### config.mk
export PLATFORM = sky130hd
export DESIGN_NAME = mouse_receiver
export DESIGN_NICKNAME = d
export VERILOG_FILES = /design/src/rtl/mouse_receiver.sv
export SDC_FILE = /design/constraint.sdc
export NUM_CORES = 1
export LEC_CHECK = 0
export BUFFER_PORTS_ARGS = -buffer_cell sky130_fd_sc_hd__buf_2
export CAP_MARGIN = 20
export CORE_AREA = 3 3 84 86
export CTS_BUF_LIST = sky130_fd_sc_hd__clkbuf_8
export CTS_CLUSTER_DIAMETER = 200
export DETAILED_ROUTE_END_ITERATION = 10
export DIE_AREA = 0 0 87 89
export SYNTH_ARGS = -nofsm -noshare
export SYNTH_HDL_FRONTEND = slang
export SYNTH_SLANG_ARGS = --single-unit
### constraint.sdc
create_clock -name CLK -period 2.1 [get_ports CLK]
set_input_delay 0.21 -clock CLK [delete_from_list [all_inputs] [get_ports CLK]]
set_output_delay 0.21 -clock CLK [all_outputs]
set_load 0.03 [all_outputs]
### src/rtl/mouse_receiver.sv
// PS/2 mouse frame receiver: samples the device clock/data lines, decodes one
// 11-bit frame (start, 8 data LSB first, odd parity, stop) and pulses BYTE_READY.
module mouse_receiver #(
  parameter int TIMEOUT_CYCLES = 5000
) (
  input  logic       CLK,
  input  logic       RESET,
  input  logic       CLK_MOUSE_IN,
  input  logic       DATA_MOUSE_IN,
  input  logic       READ_ENABLE,
  output logic [7:0] BYTE_READ,
  output logic [1:0] BYTE_ERROR_CODE,
  output logic       BYTE_READY
);

  localparam logic [1:0] IDLE   = 2'd0;
  localparam logic [1:0] DATA   = 2'd1;
  localparam logic [1:0] PARITY = 2'd2;
  localparam logic [1:0] STOP   = 2'd3;

  localparam logic [15:0] TIMEOUT_LIMIT = 16'(TIMEOUT_CYCLES);

  logic [1:0]  clk_sync;
  logic [1:0]  data_sync;
  logic        clk_hist;
  logic [1:0]  state;
  logic [3:0]  bit_cnt;
  logic [7:0]  shift_reg;
  logic        parity_bit;
  logic [15:0] timeout_cnt;

  logic        falling;
  logic        data_bit;

  assign falling  = clk_hist & ~clk_sync[1];
  assign data_bit = data_sync[1];

  // Lines idle high, so the synchronisers reset to 1 to avoid a false edge.
  // NOTE: sequential state uses non-blocking assignments so every flop samples
  // pre-edge values regardless of statement order.
  always_ff @(posedge CLK) begin
    if (RESET) begin
      clk_sync  <= 2'b11;
      data_sync <= 2'b11;
      clk_hist  <= 1'b1;
    end else begin
      clk_sync  <= {clk_sync[0], CLK_MOUSE_IN};
      data_sync <= {data_sync[0], DATA_MOUSE_IN};
      clk_hist  <= clk_sync[1];
    end
  end

  always_ff @(posedge CLK) begin
    if (RESET) begin
      state           <= IDLE;
      bit_cnt         <= 4'd0;
      shift_reg       <= 8'h00;
      parity_bit      <= 1'b0;
      timeout_cnt     <= 16'd0;
      BYTE_READ       <= 8'h00;
      BYTE_ERROR_CODE <= 2'b00;
      BYTE_READY      <= 1'b0;
    end else begin
      BYTE_READY <= 1'b0;
      if (state == IDLE) begin
        timeout_cnt <= 16'd0;
        if (falling && READ_ENABLE && !data_bit) begin
          state   <= DATA;
          bit_cnt <= 4'd0;
        end
      end else if (falling) begin
        // An edge always wins over a simultaneous timeout.
        timeout_cnt <= 16'd0;
        case (state)
          DATA: begin
            shift_reg <= {data_bit, shift_reg[7:1]};
            bit_cnt   <= bit_cnt + 4'd1;
            if (bit_cnt == 4'd7) state <= PARITY;
          end
          PARITY: begin
            parity_bit <= data_bit;
            state      <= STOP;
          end
          default: begin
            BYTE_READ          <= shift_reg;
            BYTE_ERROR_CODE[0] <= ~^{shift_reg, parity_bit};
            BYTE_ERROR_CODE[1] <= ~data_bit;
            BYTE_READY         <= 1'b1;
            state              <= IDLE;
          end
        endcase
      end else if (timeout_cnt >= TIMEOUT_LIMIT) begin
        state       <= IDLE;
        timeout_cnt <= 16'd0;
      end else begin
        timeout_cnt <= timeout_cnt + 16'd1;
      end
    end
  end

endmodule

==> results of run 1 <==
per-stage QoR:
step           std cells  worst slack (ns)  hold slack (ns)  cell area [um^2]  power [mW]
6_report             310            0.2914          0.09535              2126       1.517
5_1_grt              310            0.1573          0.08572              2126       1.593
2_1_floorplan        215            0.4120           0.3138              1881      0.9666
4_1_cts              310            0.2747          0.08794              2126       1.547
3_3_place_gp         302            0.3544           0.3914              2033      0.9803
3_5_place_dp         302            0.2967           0.3936              2033      0.9820
routing by layer:
layer  routed length (um)  track usage [%]  vias up
li1                     -                -      735
met1                 1524            10.75      620
met2                 1494            15.53       17
met3                  130            2.949        4
met4                   38            3.399        0
met5                    0                0        -
cells in the mapped netlist:
cell type and count:
a211o_1 1, a211oi_1 2, a21o_1 1, a21oi_1 22
a21oi_2 1, a221o_2 1, a41oi_1 1, and2_1 1
and3_1 3, and4_2 2, buf_6 1, clkbuf_1 6
conb_1 1, dfxtp_1 47, ha_1 6, inv_1 6
nand2_1 41, nand2b_1 2, nand2b_2 1, nand3_1 8
nand3b_1 3, nand4_1 1, nor2_1 21, nor2b_1 1
nor3_1 4, nor4_1 1, or2_2 6, or3_1 1
or4_1 1, xnor2_1 8, xor2_1 12
critical path: stages, from the launching register on:
cell      delay, ns
dfxtp_1        0.35
or4_1          0.53
a211o_1        0.32
a21oi_2        0.21
nand2b_2       0.20
nor2_1         0.15
cell usage in the layout, fill, tap and decap left out:
master and instances:
and2_1 1, nor2_1 21, a211o_1 1, inv_6 1
buf_2 15, clkbuf_8 5, a41oi_1 1, buf_4 2
clkinvlp_4 2, a221o_2 1, a21o_1 1, inv_1 6
nor4_1 1, dfxtp_1 47, a21oi_1 22, xor2_1 12
or3_1 1, ha_1 6, and3_1 3, or2_2 6
nand4_1 1, conb_1 3, or4_1 1, nand3b_1 3
nand2b_2 1, a21oi_2 1, a211oi_1 2, and4_2 2
nand2b_1 2, nand3_1 8, xnor2_1 8, nor3_1 4
nand2_1 41, nor2b_1 1
cell type report:
cell class / instances / area [um^2] / area share [%]
Clock buffer: 5 / 68.82 / 3.237
Clock inverter: 3 / 23.77 / 1.118
Inverter: 6 / 22.52 / 1.059
Multi-Input combinational cell: 155 / 883.3 / 41.55
Sequential cell: 47 / 940.9 / 44.26
Tap cell: 77 / 96.34 / 4.532
Timing Repair Buffer: 17 / 90.09 / 4.238
worst min-delay path by stage:
stage	startpoint	endpoint	slack (ns)	cells after the start
after floorplan	CLK_MOUSE_IN	clk_sync[0]	0.31	1
after global placement	data_sync[0]	data_sync[1]	0.39	1
after detailed placement	data_sync[0]	data_sync[1]	0.39	1
after CTS	CLK_MOUSE_IN	clk_sync[0]	0.09	2
after global routing	CLK_MOUSE_IN	clk_sync[0]	0.09	2
final	CLK_MOUSE_IN	clk_sync[0]	0.1	2
report_power, final:
part	total [mW]	internal, mW	switching (mW)
registers	0.906	0.901	0.00468
logic	0.0542	0.0202	0.0340
clock network	0.557	0.238	0.319
cell families (layout without fill, tap and decap cells):
kind of cell / after synthesis / count (layout) / synth area share, %
AND/OR/NAND/NOR: 97 / 97 / 24.12
flip-flops: 47 / 47 / 50.23
AO/OA/AOI/OAI: 29 / 29 / 9.085
XOR/XNOR: 20 / 20 / 9.352
buffers and inverters: 13 / 31 / 3.006
adder cells (fa/ha/maj): 6 / 6 / 4.008
other: 1 / 3 / 0.2002
==> out/metrics.yaml, run 1 <==
status: "finished, final reports clean"
timing.fmax_mhz: 552.9
die-area_um2: 7743
grt_pass1_wl_um: 5609
syn_avg_cell_area_um2: 8.794
drt-total-wl_um: 3187
reg2reg_from: "timeout_cnt[5]"
clock_skew_ns: 0.01178
crit_arrival_ns: 2.05
synth_area_um2: 1873
period_share_pct: 86.12
via_count: 1376
ys_seq_area_share_pct: 50.23
cap_violations: 0
tns_ns: 0
fp.dieH_um: 89
startpoint_type: "flop"
port_buffers: 15
n_antenna_cell: 0
post_cts_resized: 0
endpoint: "timeout_cnt[2]"
grt_pass1_vias: 1269
cts_made_buffers: 5
reg2reg_slack_ns: 0.29
finalHoldViolations: 0
rsz0062_at_grt: "false"
rr_endpoint: "timeout_cnt[2]"
area_delta_synth_final_pct: 13.49
drc: 0
ys_ff_latch: 47
drt-initial-drc-count: 60
tritoncts: "built"
nFillCells: 631
yosys.cell_types.count: 31
clk_latency_ns: 0.30
pin_count: 16
ir_drop_uv: 316.7
num_rows: 29
cp.required_ns: 2.34
worst_slew_pin_slew_ns: 0.5654
final_core_util_pct: 33.48
synthCells: 213
cts.sinks: 47
routedWlPerCell_um: 10.28
cp_max_fo: 13
grt_max_degree: 34
startpoint: "timeout_cnt[5]"
viasPerCell: 4.439
yosys.area.top_type: "dfxtp_1"
start_util_pct: 29.50
largest_reg_flops: 16
powerDensity_nw_per_um2: 713.7
globalRouteTotalUtil_pct: 9.130
cts.path.max_buffers: 2
setup_viol: 0
core_area_um2: 6350
synthTopCellsByArea: "dfxtp_1, nand2_1, a21oi_1"
ctsHoldBuffers: 0
htree_levels: 2
finalCriticalPeriod_ns: 1.809
critPathKind: "reg -> reg"
ant_nets: 0
synth_warnings: 0
hold_class: "in -> reg"
cp-end-kind: "flop"
fin_nets: 243
root_buffer: "clkbuf_8"
grt_overflow_total: 0
dr.pass1.iters: 4
p_leak_nw: 0.7945
slew_violations: 0
dp_hpwl_um: 2250
slew_headroom_pct: 62.30
reg2reg_depth: 5
synth_top_area_share_pct: 50.23
place.gp.congestion: 0.7486
layout-drive-gt1-share_pct: 15.45
die_w_um: 87
antenna_found_initial: 0
clkTransAtPathRegs_ns: 0.09
postCtsSetupBuffers: 0
(Power assumes the default switching activity.)
==> run 2, diff against run 1 <==
--- a/config.mk
+++ b/config.mk
@@ -7,11 +7,14 @@
 export LEC_CHECK = 0
 export BUFFER_PORTS_ARGS = -buffer_cell sky130_fd_sc_hd__buf_2
 export CAP_MARGIN = 20
+export CELL_PAD_IN_SITES_DETAIL_PLACEMENT = 1
+export CELL_PAD_IN_SITES_GLOBAL_PLACEMENT = 1
 export CORE_AREA = 3 3 84 86
 export CTS_BUF_LIST = sky130_fd_sc_hd__clkbuf_8
 export CTS_CLUSTER_DIAMETER = 200
 export DETAILED_ROUTE_END_ITERATION = 10
 export DIE_AREA = 0 0 87 89
+export PLACE_DENSITY_LB_ADDON = 0.1
 export SYNTH_ARGS = -nofsm -noshare
 export SYNTH_HDL_FRONTEND = slang
 export SYNTH_SLANG_ARGS = --single-unit
==> run 2 against run 1 <==
  * Setup slack about the same
  * Critical endpoint is now timeout_cnt[10]
  * Clock skew shrank 0.0061 ns
  * Critical path depth unchanged
  * Sequential share of layout area decreased by 0.16 points
  * Via count rose by 2.0%
  * Non-clock buffer count did not move
  * First-iteration DRC count is 47% lower
  * Global-route usage up 2.0 points
  * Core utilization up 0.12 points
  * Clock-buffer cell count is 2 higher
==> out/metrics.yaml, run 2 (synthesized netlist as in run 1, its figures left out) <==
clk_latency_ns: 0.30  # about the same
n_antenna_cell: 0  # unchanged
layout-drive-gt1-share_pct: 15.02  # was 15.45%
routedWlPerCell_um: 11.90  # was 10.28 um
dp.cells: 302  # unchanged
status: "finished, final reports clean"  # unchanged
hold_class: "in -> reg"  # unchanged
final.setup.worst_slack_ns: 0.2915  # was 0.2914 ns
drt-initial-drc-count: 32  # was 60
tns_ns: 0  # unchanged
worst_slew_pin_slew_ns: 0.5855  # was 0.5654 ns
p_leak_nw: 0.8094  # was 0.7945 nW
cp.required_ns: 2.34  # about the same
largest_reg_flops: 16  # unchanged
clkTransAtPathRegs_ns: 0.08  # was 0.09 ns
post_cts_resized: 0  # unchanged
ir_drop_uv: 278.9  # was 316.7 uV
cts_made_buffers: 5  # unchanged
fin_nets: 243  # unchanged
timing.fmax_mhz: 552.9  # about the same
cp-end-kind: "flop"  # unchanged
via_count: 1403  # was 1,376
dp_hpwl_um: 2598  # was 2250 um
slew_violations: 0  # unchanged
place.gp.congestion: 0.6588  # was 0.7486
ant_nets: 0  # unchanged
setup_viol: 0  # unchanged
grt_pass1_vias: 1454  # was 1,269
fp.dieH_um: 89  # unchanged
cp_max_fo: 13  # unchanged
critPathKind: "reg -> reg"  # unchanged
dr.pass1.iters: 4  # unchanged
antenna_found_initial: 0  # unchanged
area_delta_synth_final_pct: 13.89  # was 13.49%
fin_cells: 310  # unchanged
finalHoldViolations: 0  # unchanged
fin_total_pwr_mw: 1.556  # was 1.517 mW
final_cell_mix: "dfxtp_1, nand2_1, a21oi_1"  # unchanged
globalRouteTotalUtil_pct: 11.13  # was 9.130%
rsz0062_at_grt: "false"  # unchanged
crit_arrival_ns: 2.05  # about the same
startpoint_type: "flop"  # unchanged
root_buffer: "clkbuf_8"  # unchanged
postCtsSetupBuffers: 0  # unchanged
crit_buf_inv: 0  # unchanged
period_share_pct: 86.12  # about the same
cts.sinks: 47  # unchanged
start_util_pct: 29.50  # unchanged
num_rows: 29  # unchanged
grt_max_degree: 34  # unchanged
die-area_um2: 7743  # unchanged
viasPerCell: 4.526  # was 4.439
tritoncts: "built"  # unchanged
grt_overflow_total: 0  # unchanged
cpPeakStageDelay_ns: 0.53  # about the same
pin_count: 16  # unchanged
cap_violations: 0  # unchanged
crit_slowest_cell: "or4_1"  # unchanged
cts.path.max_buffers: 2  # unchanged
drt-total-wl_um: 3688  # was 3187 um
port_buffers: 15  # unchanged
clock_skew_ns: 0.005679  # was 0.01178 ns
powerDensity_nw_per_um2: 729.2  # was 713.7 nW/um^2
critical_path.top_delay_family: "simple AND/OR/NAND/NOR gates"  # unchanged
drc: 0  # unchanged
crit_chain: "or4_1, a211o_1, a21oi_2, nand2b_2, nor2_1"  # unchanged
final_core_util_pct: 33.60  # was 33.48%
slew_headroom_pct: 60.97  # was 62.30%
core_area_um2: 6350  # unchanged
dp_slack_ns: 0.2730  # was 0.2967 ns
htree_levels: 2  # unchanged
layout_commonest_cell: "dfxtp_1"  # unchanged
die_w_um: 87  # unchanged
grt_pass1_wl_um: 6679  # was 5609 um
ctsHoldBuffers: 0  # unchanged
finalCriticalPeriod_ns: 1.809  # about the same
[run 2: per-stage QoR]
step	hold WS (ns)	area, um^2
after detailed placement	0.3951	2033
after CTS	0.07620	2133
after global routing	0.08444	2133
after floorplan	0.3138	1881
after global placement	0.3918	2033
final	0.08754	2133
[run 2: power breakdown]
part	total (mW)	internal, mW	switching [mW]
clock	0.595	0.296	0.299
sequential	0.906	0.901	0.00497
combinational	0.0550	0.0203	0.0347
total	1.56	1.22	0.339
[run 2: path summary, 6_finish.rpt]
| kind | startpoint | endpoint | slack [ns] | depth (start not counted) |
|---|---|---|---|---|
| worst max-delay path | timeout_cnt[5] | timeout_cnt[10] | 0.29 | 5 |
| worst min register to register | data_sync[0] | data_sync[1] | 0.41 | 1 |
| worst max register to register | timeout_cnt[5] | timeout_cnt[10] | 0.29 | 5 |
| worst min-delay path | DATA_MOUSE_IN | data_sync[0] | 0.09 | 2 |
[run 2: final cells by class]
type / count / area (um^2)
Inverter: 6 / 22.52
Clock inverter: 1 / 3.754
Fill cell: 767 / 4217
Timing Repair Buffer: 17 / 90.09
Tap cell: 77 / 96.34
Clock buffer: 7 / 96.34
Multi-Input combinational cell: 155 / 883.3
Sequential cell: 47 / 940.9
[run 2: worst register-to-register path: stages, from the launching register on]
cell and delay (ns):
dfxtp_1 0.35, or4_1 0.53, a211o_1 0.31, a21oi_2 0.20, nand2b_2 0.21, nor2_1 0.15
[run 2: routing by layer]
layer | track usage [%] | vias up | wire length, um
li1 | - | 731 | -
met2 | 19.32 | 16 | 1791
met3 | 3.871 | 6 | 153
met4 | 3.399 | 0 | 51
met5 | 0 | - | 0
met1 | 12.92 | 650 | 1691
